`config.mk`:
```
export PLATFORM = sky130hd
export DESIGN_NAME = uart_bus_responder
export DESIGN_NICKNAME = d
export VERILOG_FILES = /design/src/rtl/uart_bus_responder.sv
export SDC_FILE = /design/constraint.sdc
export NUM_CORES = 1
export LEC_CHECK = 0
export CAP_MARGIN = 15
export CORE_MARGIN = 4
export CORE_UTILIZATION = 50
export CTS_BUF_LIST = sky130_fd_sc_hd__clkbuf_8
export CTS_CLUSTER_SIZE = 8
export DETAILED_ROUTE_END_ITERATION = 12
export PLACE_DENSITY = 0.89
export SLEW_MARGIN = 5
export SYNTH_ARGS = -nofsm -noshare
export SYNTH_HDL_FRONTEND = slang
export SYNTH_SLANG_ARGS = --single-unit
```
`constraint.sdc`:
```
create_clock -name clk -period 4.5 [get_ports clk]
set_input_delay 0.45 -clock clk [delete_from_list [all_inputs] [get_ports clk]]
set_output_delay 0.45 -clock clk [all_outputs]
set_load 0.1 [all_outputs]
```
`src/rtl/uart_bus_responder.sv`:
```
// Memory-mapped 8N1 UART responder: TXD/RXD/CON word registers on the MEM-stage load/store bus.
// Define UART_RX_FIFO_EN for a 4-entry RX FIFO; otherwise RX uses a single holding register.
module uart_bus_responder #(
  parameter int unsigned CLKS_PER_BIT = 434,
  parameter logic [31:0] BASE_ADDR    = 32'h4000_0018
) (
  input  logic        clk,
  input  logic        reset,
  input  logic [31:0] addr,
  input  logic        Mem_rd,
  input  logic        Mem_wr,
  input  logic [31:0] Write_data,
  output logic [31:0] Read_data,
  input  logic        uart_rx,
  output logic        uart_tx
);

  localparam int unsigned   CW        = $clog2(CLKS_PER_BIT);
  localparam logic [CW-1:0] BIT_LAST  = CW'(CLKS_PER_BIT - 1);
  localparam logic [CW-1:0] HALF_LAST = CW'(CLKS_PER_BIT / 2 - 1);
  localparam logic [29:0]   BASE_W    = BASE_ADDR[31:2];

  logic hit_txd, hit_rxd, hit_con;
  assign hit_txd = (addr[31:2] == BASE_W);
  assign hit_rxd = (addr[31:2] == BASE_W + 30'd1);
  assign hit_con = (addr[31:2] == BASE_W + 30'd2);

  logic unused_bits;
  assign unused_bits = ^{addr[1:0], Write_data[31:8]};

  // ---------------------------------------------------------------- TX
  typedef enum logic [1:0] {TX_IDLE, TX_START, TX_DATA, TX_STOP} tx_state_e;

  tx_state_e     tx_state_q;
  logic [CW-1:0] tx_cnt_q;
  logic [2:0]    tx_idx_q;
  logic [7:0]    tx_byte_q;
  logic          uart_tx_q;
  logic          tx_bit_end;
  logic          tx_busy;

  assign tx_bit_end = (tx_cnt_q == BIT_LAST);
  assign tx_busy    = (tx_state_q != TX_IDLE);
  assign uart_tx    = uart_tx_q;

  always_ff @(posedge clk) begin
    if (reset) begin
      tx_state_q <= TX_IDLE;
      tx_cnt_q   <= '0;
      tx_idx_q   <= '0;
      tx_byte_q  <= '0;
      uart_tx_q  <= 1'b1;
    end else begin
      case (tx_state_q)
        TX_IDLE: begin
          tx_cnt_q <= '0;
          if (Mem_wr && hit_txd) begin
            tx_byte_q  <= Write_data[7:0];
            tx_state_q <= TX_START;
            uart_tx_q  <= 1'b0;
          end
        end
        TX_START: begin
          if (tx_bit_end) begin
            tx_cnt_q   <= '0;
            tx_idx_q   <= '0;
            tx_state_q <= TX_DATA;
            uart_tx_q  <= tx_byte_q[0];
          end else begin
            tx_cnt_q <= tx_cnt_q + 1'b1;
          end
        end
        TX_DATA: begin
          if (tx_bit_end) begin
            tx_cnt_q <= '0;
            if (tx_idx_q == 3'd7) begin
              tx_state_q <= TX_STOP;
              uart_tx_q  <= 1'b1;
            end else begin
              tx_idx_q  <= tx_idx_q + 3'd1;
              uart_tx_q <= tx_byte_q[tx_idx_q + 3'd1];
            end
          end else begin
            tx_cnt_q <= tx_cnt_q + 1'b1;
          end
        end
        TX_STOP: begin
          if (tx_bit_end) begin
            tx_cnt_q   <= '0;
            tx_state_q <= TX_IDLE;
          end else begin
            tx_cnt_q <= tx_cnt_q + 1'b1;
          end
        end
        default: begin
          tx_state_q <= TX_IDLE;
          uart_tx_q  <= 1'b1;
        end
      endcase
    end
  end

  // ---------------------------------------------------------------- RX
  typedef enum logic [1:0] {RX_IDLE, RX_START, RX_DATA, RX_STOP} rx_state_e;

  rx_state_e     rx_state_q;
  logic [CW-1:0] rx_cnt_q;
  logic [2:0]    rx_idx_q;
  logic [7:0]    rx_shift_q;
  logic          rx_meta_q, rx_sync_q, rx_prev_q;
  logic          rx_push_q, rx_ferr_q;

  // The synchronizer free-runs through reset so it always tracks the pin.
  always_ff @(posedge clk) begin
    rx_meta_q <= uart_rx;
    rx_sync_q <= rx_meta_q;
  end

  // rx_prev_q resets low so a line held low across reset is not taken as a start bit.
  always_ff @(posedge clk) begin
    if (reset) begin
      rx_state_q <= RX_IDLE;
      rx_cnt_q   <= '0;
      rx_idx_q   <= '0;
      rx_shift_q <= '0;
      rx_prev_q  <= 1'b0;
      rx_push_q  <= 1'b0;
      rx_ferr_q  <= 1'b0;
    end else begin
      rx_prev_q <= rx_sync_q;
      rx_push_q <= 1'b0;
      rx_ferr_q <= 1'b0;
      case (rx_state_q)
        RX_IDLE: begin
          rx_cnt_q <= '0;
          if (rx_prev_q && !rx_sync_q) rx_state_q <= RX_START;
        end
        RX_START: begin
          if (rx_cnt_q == HALF_LAST) begin
            rx_cnt_q   <= '0;
            rx_idx_q   <= '0;
            rx_state_q <= rx_sync_q ? RX_IDLE : RX_DATA;
          end else begin
            rx_cnt_q <= rx_cnt_q + 1'b1;
          end
        end
        RX_DATA: begin
          if (rx_cnt_q == BIT_LAST) begin
            rx_cnt_q   <= '0;
            rx_shift_q <= {rx_sync_q, rx_shift_q[7:1]};
            if (rx_idx_q == 3'd7) rx_state_q <= RX_STOP;
            else                  rx_idx_q   <= rx_idx_q + 3'd1;
          end else begin
            rx_cnt_q <= rx_cnt_q + 1'b1;
          end
        end
        RX_STOP: begin
          if (rx_cnt_q == BIT_LAST) begin
            rx_cnt_q   <= '0;
            rx_state_q <= RX_IDLE;
            rx_push_q  <= rx_sync_q;
            rx_ferr_q  <= !rx_sync_q;
          end else begin
            rx_cnt_q <= rx_cnt_q + 1'b1;
          end
        end
        default: rx_state_q <= RX_IDLE;
      endcase
    end
  end

  // ---------------------------------------------------------------- RX buffer
  logic       rx_valid;
  logic       rx_full;
  logic       rx_pop;
  logic       rx_push_ok;
  logic [2:0] rx_count;
  logic [7:0] rx_head;

  assign rx_pop     = Mem_rd && hit_rxd && rx_valid;
  assign rx_push_ok = rx_push_q && (!rx_full || rx_pop);

`ifdef UART_RX_FIFO_EN
  logic [7:0] fifo_q [4];
  logic [1:0] wptr_q, rptr_q;
  logic [2:0] cnt_q;

  assign rx_full  = (cnt_q == 3'd4);
  assign rx_valid = (cnt_q != 3'd0);
  assign rx_count = cnt_q;
  assign rx_head  = rx_valid ? fifo_q[rptr_q] : '0;

  always_ff @(posedge clk) begin
    if (rx_push_ok) fifo_q[wptr_q] <= rx_shift_q;
  end

  always_ff @(posedge clk) begin
    if (reset) begin
      wptr_q <= '0;
      rptr_q <= '0;
      cnt_q  <= '0;
    end else begin
      if (rx_push_ok) wptr_q <= wptr_q + 2'd1;
      if (rx_pop)     rptr_q <= rptr_q + 2'd1;
      case ({rx_push_ok, rx_pop})
        2'b10:   cnt_q <= cnt_q + 3'd1;
        2'b01:   cnt_q <= cnt_q - 3'd1;
        default: cnt_q <= cnt_q;
      endcase
    end
  end
`else
  logic [7:0] hold_q;
  logic       hold_v_q;

  assign rx_full  = hold_v_q;
  assign rx_valid = hold_v_q;
  assign rx_count = {2'b00, hold_v_q};
  assign rx_head  = hold_v_q ? hold_q : '0;

  always_ff @(posedge clk) begin
    if (reset) begin
      hold_q   <= '0;
      hold_v_q <= 1'b0;
    end else if (rx_push_ok) begin
      hold_q   <= rx_shift_q;
      hold_v_q <= 1'b1;
    end else if (rx_pop) begin
      hold_v_q <= 1'b0;
    end
  end
`endif

  // ---------------------------------------------------------------- flags
  logic ovr_q, ovr_d, ferr_q, ferr_d;
  logic con_wr;
  logic ovr_set;

  assign con_wr  = Mem_wr && hit_con;
  assign ovr_set = rx_push_q && rx_full && !rx_pop;

  // A hardware set on the same edge as a W1C clear keeps the flag set.
  always_comb begin
    ovr_d  = ovr_set   | (ovr_q  & ~(con_wr & Write_data[2]));
    ferr_d = rx_ferr_q | (ferr_q & ~(con_wr & Write_data[3]));
  end

  always_ff @(posedge clk) begin
    if (reset) begin
      ovr_q  <= 1'b0;
      ferr_q <= 1'b0;
    end else begin
      ovr_q  <= ovr_d;
      ferr_q <= ferr_d;
    end
  end

  // ---------------------------------------------------------------- read mux
  always_comb begin
    Read_data = '0;
    if (Mem_rd) begin
      if (hit_txd)      Read_data = {24'b0, tx_byte_q};
      else if (hit_rxd) Read_data = {24'b0, rx_head};
      else if (hit_con) Read_data = {24'b0, rx_count, 1'b0, ferr_q, ovr_q, rx_valid, tx_busy};
    end
  end

endmodule

```
==> key figures, run 1 <==
Job
  • MaxCap Viol Count: 0

Route
  • DR vias: 2510
  • Drt first pass iters: 4
  • Post-route ant nets: 0
  • Vias per cell: about 5.3
  • Number of DRC markers in iteration 0: 130
  • DRC errors left: 0
  • WL final: approximately 6400 microns
  • Avg WL per Cell: between 10 and 15 microns

Timing
  • Fin crit share: 78.2%
  • Pins Over Slew Limit: 0
  • Final setup TNS: 0 ns
  • Worst hold slack: around 0.33 ns
  • Final Hold Fails: 0
  • RSZ-0062 raised after global routing: no
  • Final Critical Period: between 3 and 4 ns
  • Max frequency: about 280 MHz
  • Clock Skew: approximately 0.0095 ns
  • Final setup vio count: 0
  • Worst slew pin tran: 0.974 ns
  • Relative slew margins: a little over a third

Logic synthesis
  • Synth warnings: 0
  • Ys flop type: dfxtp_1
  • Top-count cell post-synth: dfxtp_1
  • Number of distinct library cells after synthesis: 51
  • Ys async rst share: 0%
  • Cell taking the most area after synthesis: dfxtp_1
  • Mean Syn Cell Area: about 9 sq um
  • Synth Instances: between 300 and 400
  • Mapped Area: ~0.0031 sq mm
  • Synthesized flop and latch total: roughly 60
  • Number of synthesized flops with an enable pin: 0
  • Largest cells by area after synthesis: dfxtp_1 39%, mux2i_1 8.7%, nor2_1 7.2%
  • Synth top cells by count: 61 x dfxtp_1, 60 x nor2_1, 27 x mux2i_1, 24 x buf_4, 13 x ha_1
  • Post-synthesis sequential area ratio: about 39%
  • Share of Yosys cell area claimed by the top area cell type: roughly 40%

Placed design
  • IO Port Bufs: between 50 and 60
  • Global placement routability congestion: around 0.8
  • DP HPWL: 4890 microns
  • Dpl cells: between 400 and 500

Worst hold path
  • Min-Delay Endpoint: rx_sync_q
  • Hold Startpoint: rx_meta_q
  • HP Class: reg2reg
  • Hold Crit Depth: 0

Cells and area
  • Final Non-Filler Cells: 470
  • # diodes: 0
  • Layout net count: 472
  • Layout cells sized above 1: 9.37%
  • Syn-to-layout area delta: 21.9%
  • Fillers: around 490

CTS
  • Worst-Skew Late Latency: 0.34 ns
  • TritonCTS clock tree: built
  • H-tree depth: 3
  • CTS resizes: 0
  • Clock slew at reported path FFs: ~0.07 ns
  • Postcts setup bufs: 0
  • Clk Tree Root Cell: clkbuf_8
  • CTS sink count: 61
  • Hold-fix buffers, CTS: 0
  • TritonCTS Buffers: 9
  • Clock Path Buffers: 2

Power
  • Leakage Power: between 1 and 1.5 nW
  • Maximum vdd drop: slightly below 0.3 mV
  • Cell Pwr Density: around 350 mW/mm^2

Floorplanning
  • I/O pins: 102
  • Height of the die: ~87 microns
  • # rows: 28
  • Core area: 0.00599 sq mm
  • Effective utilization at floorplan: ~52%
  • Die width: 86.9 microns
  • Die footprint: between 0.007 and 0.008 sq mm

Global routing
  • Tot GR Track Use: between 10% and 20%
  • GRT overflow: 0
  • Number of global-route vias before repair: 2410
  • First-pass GRT wire length: 10700 microns
  • Pin count of the biggest net entering global routing: 32
  • Initial antenna violation count: 0

Worst setup path
  • CP Max Fanout: 8
  • Internal reg-to-reg setup slack: roughly 2.2 ns
  • Critical path data required time: 4.05 ns
  • Worst Setup Path Type: in2out
  • Launch point of the worst reg-to-reg path: tx_idx_q[0]
  • Critical path capture point type: output pin
  • Worst setup SP type: input port
  • R2r worst-path depth: 7
  • CP arrival: about 3.1 ns
  • Reg2reg end: uart_tx

Status
  • Outcome: complete, no violations
==> how the worst max path moves through the flow <==
stage | from | to | slack (ns) | cells after the start
detailed placement | addr[14] | Read_data[4] | 0.98 | 7
global route | addr[14] | Read_data[2] | 0.70 | 7
global placement | addr[24] | Read_data[2] | 1.08 | 7
finish | addr[14] | Read_data[2] | 0.98 | 7
floorplan | addr[25] | Read_data[4] | 0.90 | 5
CTS | addr[14] | Read_data[4] | 0.97 | 7
==> placed cells by master (no fill, tap or decap), drive strengths merged, types with 5 or more instances in the layout <==
master	netlist	layout
nand2	10	10
nor2	60	60
clkbuf	9	9
nor2b	6	6
nor4	8	8
ha	13	13
a21oi	9	9
mux2i	27	27
xor2	9	9
nand2b	5	5
clkdlybuf4s50	0	43
inv	11	13
buf	25	9
nand4	7	7
conb	1	24
nand3	11	11
xnor2	5	5
dfxtp	61	61
o21ai	6	6
==> stage by stage <==
stage | worst slack [ns] | total power [mW] | util, % | instance area (sq um)
2_1_floorplan | 0.901 | 0.768 | - | 3200
3_3_place_gp | 1.08 | 0.810 | 59.6 | 3570
3_5_place_dp | 0.977 | 0.813 | 59.6 | 3570
4_1_cts | 0.974 | 1.35 | 63.3 | 3790
5_1_grt | 0.703 | 1.40 | 63.3 | 3790
6_report | 0.981 | 1.34 | 63.3 | 3790
==> area by class of cell <==
cell class                      count  area (sq um)  area share [%]
Clock buffer                        9           124            3.27
Clock inverter                      7          97.6            2.57
Inverter                           11          41.3            1.09
Multi-Input combinational cell    255          1720            45.2
Sequential cell                    61          1220            32.2
Tap cell                           75          93.8            2.48
Timing Repair Buffer               52           498            13.1
==> worst max-delay path: stages <==
cell             delay, ns
clkdlybuf4s50_1       0.40
nor4_1                0.46
nand3_1               0.29
nor3_1                0.72
a221oi_1              0.21
nor2_1                0.21
buf_4                 0.32
==> per-layer routing <==
layer / global-route usage (%) / up-vias / share of wire, %
met3: 5.87 / 16 / 9.3
met2: 30.8 / 88 / 48
met4: 8.78 / 0 / 2.7
met5: 0 / - / 0
li1: - / 1257 / -
met1: 19.6 / 1149 / 40
==> flip-flops by register name (all words and copies together) (netlist names), named ones only <==
register / count
ferr_q: 1
hold_q: 8
hold_v_q: 1
ovr_q: 1
rx_cnt_q: 9
rx_ferr_q: 1
rx_idx_q: 3
rx_meta_q: 1
rx_prev_q: 1
rx_push_q: 1
rx_shift_q: 8
rx_state_q: 1
rx_sync_q: 1
tx_byte_q: 8
tx_cnt_q: 9
tx_idx_q: 3
tx_state_q: 2
uart_tx: 1
==> power by group <==
part | switching, mW | total (mW) | internal (mW)
logic | 0.172 | 0.244 | 0.0719
clock network | 0.228 | 0.542 | 0.314
registers | 0.00776 | 0.558 | 0.550
total | 0.408 | 1.34 | 0.936
==> cell families (layout without fill, tap and decap cells) <==
kind of cell	count (synthesis)	in the layout	synth area share [%]
buffers and inverters	45	79	8.33
other	1	24	0.121
xor gates and xnor gates	14	14	3.94
AOI/OAI and AO/OA	41	41	9.54
muxes	30	30	10.5
and+or+nand+nor	133	133	23.1
DFF	61	61	39.3
adders and majority gates	13	13	5.23
(Power assumes the default switching activity.)
==> run 2: changes to the inputs <==
CORE_UTILIZATION = 43   (was 50)
PLACE_DENSITY = 0.82   (was 0.89)
clock period = 3.2 ns   (was 4.5 ns; I/O delays follow)
==> run 2 against run 1 <==
  * Hold slack improved by 0.0046 ns
  * Highest routed layer unchanged
  * Largest cell class unchanged
  * Die area rose by 15%
  * Sequential cell count did not move
  * Sequential share of layout area fell by 1.3 points
==> key figures, run 2 (same netlist as run 1, synthesis figures left out) <==
Placed design
  • IO Port Bufs: 51 (unchanged)
  • Global placement routability congestion: 0.803 (was 0.818)
  • DP HPWL: 4970 microns (was 4890 microns)

Route
  • Vias per cell: 5.13 (was 5.34)
  • DR vias: 2528 (was 2510)
  • WL final: 6630 microns (was 6430 microns)
  • Avg WL per Cell: 13.4 microns (was 13.7 microns)
  • Number of DRC markers in iteration 0: 131 (was 130)
  • Drt first pass iters: 4 (unchanged)
  • DRC errors left: 0 (unchanged)
  • Post-route ant nets: 0 (unchanged)

Global routing
  • Tot GR Track Use: 15.7% (was 17.9%)
  • Pin count of the biggest net entering global routing: 45 (was 32)
  • Initial antenna violation count: 0 (unchanged)
  • Number of global-route vias before repair: 2460 (was 2410)
  • First-pass GRT wire length: 10900 microns (was 10700 microns)
  • GRT overflow: 0 (unchanged)

CTS
  • CTS sink count: 61 (unchanged)
  • Clock Path Buffers: 2 (unchanged)
  • Clk Tree Root Cell: clkbuf_8 (unchanged)
  • TritonCTS clock tree: built (unchanged)
  • Clock slew at reported path FFs: 0.07 ns (about the same)
  • Worst-Skew Late Latency: 0.33 ns (was 0.34 ns)
  • Postcts setup bufs: 0 (unchanged)
  • H-tree depth: 3 (unchanged)
  • CTS resizes: 0 (unchanged)
  • TritonCTS Buffers: 9 (unchanged)
  • Hold-fix buffers, CTS: 0 (unchanged)

Cells and area
  • Syn-to-layout area delta: 27.1% (was 21.9%)
  • Layout net count: 475 (was 472)
  • Fillers: 619 (was 494)
  • Regs by FF count: rx_cnt_q: 9 flops, tx_cnt_q: 9 flops (unchanged)
  • Layout cells sized above 1: 11.8% (was 9.37%)
  • # diodes: 0 (unchanged)
  • Commonest non-fill, non-tap cell in the layout: dfxtp_1 (unchanged)
  • Most frequent cells in the layout: 61 x dfxtp_1, 55 x nor2_1, 43 x clkdlybuf4s50_1 (was 61 x dfxtp_1, 60 x nor2_1, 43 x clkdlybuf4s50_1)

Timing
  • Worst slew pin tran: 0.981 ns (was 0.974 ns)
  • Fin crit share: 88.2%
  • Final Critical Period: about 2.8 ns
  • Final setup TNS: 0 ns (unchanged)
  • Pins Over Slew Limit: 0 (unchanged)
  • Relative slew margins: 34.4% (was 34.8%)
  • Max frequency: about 350 MHz
  • RSZ-0062 raised after global routing: no (unchanged)
  • Clock Skew: 0.00532 ns (was 0.00946 ns)
  • Worst hold slack: 0.335 ns (was 0.330 ns)
  • Final Hold Fails: 0 (unchanged)
  • Final setup vio count: 0 (unchanged)

Worst setup path
  • Reg2reg end: uart_tx (unchanged)
  • Launch point of the worst reg-to-reg path: tx_idx_q[0] (unchanged)
  • CP Max Fanout: 6 (was 8)
  • Critical path data required time: 2.88 ns (was 4.05 ns)
  • CP arrival: 2.50 ns (was 3.07 ns)
  • Internal reg-to-reg setup slack: 0.90 ns (was 2.15 ns)
  • Worst Setup Path Type: in2out (unchanged)
  • Worst setup SP type: input port (unchanged)
  • Crit. Startpoint: addr[15] (was addr[14])
  • Critical path capture point type: output pin (unchanged)
  • R2r worst-path depth: 7 (unchanged)

Floorplanning
  • # rows: 30 (was 28)
  • Die footprint: 0.00866 sq mm (was 0.00754 sq mm)
  • I/O pins: 102 (unchanged)
  • Core area: 0.00691 sq mm (was 0.00599 sq mm)
  • Effective utilization at floorplan: 45.0% (was 51.9%)
  • Height of the die: 93.0 microns (was 86.9 microns)
  • Die width: 93.0 microns (was 86.9 microns)

Worst hold path
  • Min-Delay Endpoint: rx_sync_q (unchanged)
  • Hold Startpoint: rx_meta_q (unchanged)
  • Hold Crit Depth: 0 (unchanged)
  • HP Class: reg2reg (unchanged)

Power
  • Psw: 0.539 mW (was 0.408 mW)
  • Clk pwr share: 39.2% (was 40.3%)
  • Sequential share of power: 42.2% (was 41.5%)
  • Maximum vdd drop: 0.217 mV (was 0.289 mV)
  • Total power draw: 1.87 mW (was 1.34 mW)
  • Pint: 1.33 mW (was 0.936 mW)
  • Switch share: 28.9% (was 30.3%)
  • Cell Pwr Density: 472 mW/mm^2 (was 354 mW/mm^2)
  • Leakage Power: 1.42 nW (was 1.38 nW)
  • Combinational power share: 18.6% (was 18.2%)

Job
  • MaxCap Viol Count: 0 (unchanged)

Status
  • Outcome: complete, no violations (unchanged)
[run 2: power by group through the flow]
stage / clock [mW] / sequential [mW] / combinational (mW)
6_report: 0.732 / 0.788 / 0.346
4_1_cts: 0.754 / 0.787 / 0.345
5_1_grt: 0.784 / 0.788 / 0.370
3_3_place_gp: 0 / 0.802 / 0.339
3_5_place_dp: 0 / 0.804 / 0.343
2_1_floorplan: 0 / 0.835 / 0.246
[run 2: layer usage]
metal,vias up,global-route usage (%),wire length (microns)
met3,17,4.26,523
met5,-,0,0
met4,0,8.42,186
met1,1163,17.1,2780
met2,92,27.4,3140
li1,1256,-,-
[run 2: worst max-delay path by stage]
| stage | to | depth (start not counted) |
|---|---|---|
| floorplan | Read_data[2] | 5 |
| global placement | Read_data[3] | 8 |
| detailed placement | Read_data[7] | 7 |
| CTS | Read_data[7] | 7 |
| global route | Read_data[6] | 7 |
| finish | Read_data[7] | 7 |
[run 2: layout make-up]
type	instances	area [sq um]	share of cell area, %
Clock buffer	10	138	3.48
Clock inverter	5	75.1	1.90
Tap cell	96	120	3.04
Inverter	11	41.3	1.04
Timing Repair Buffer	55	621	15.7
Sequential cell	61	1220	30.9
Multi-Input combinational cell	255	1740	43.9
[run 2: through the flow]
step	area [sq um]	setup WS, ns	utilization, %	std cells
after floorplan	3220	0.351	-	361
after global placement	3740	0.455	54.1	478
after detailed placement	3740	0.373	54.1	478
after CTS	3950	0.350	57.2	493
after global routing	3950	0.164	57.2	493
final	3950	0.378	57.2	493
[run 2: critical path: stages]
cell,delay (ns)
clkdlybuf4s50_1,0.41
nor4b_1,0.42
nand4_1,0.36
nor2_1,0.44
a22oi_1,0.17
nor2b_2,0.19
buf_12,0.19
==> run 3: changes to the inputs <==
HOLD_SLACK_MARGIN = 0.06   (was not set)
==> results of run 3 <==
Final layout, timing and power as in run 2 (identical DEF).
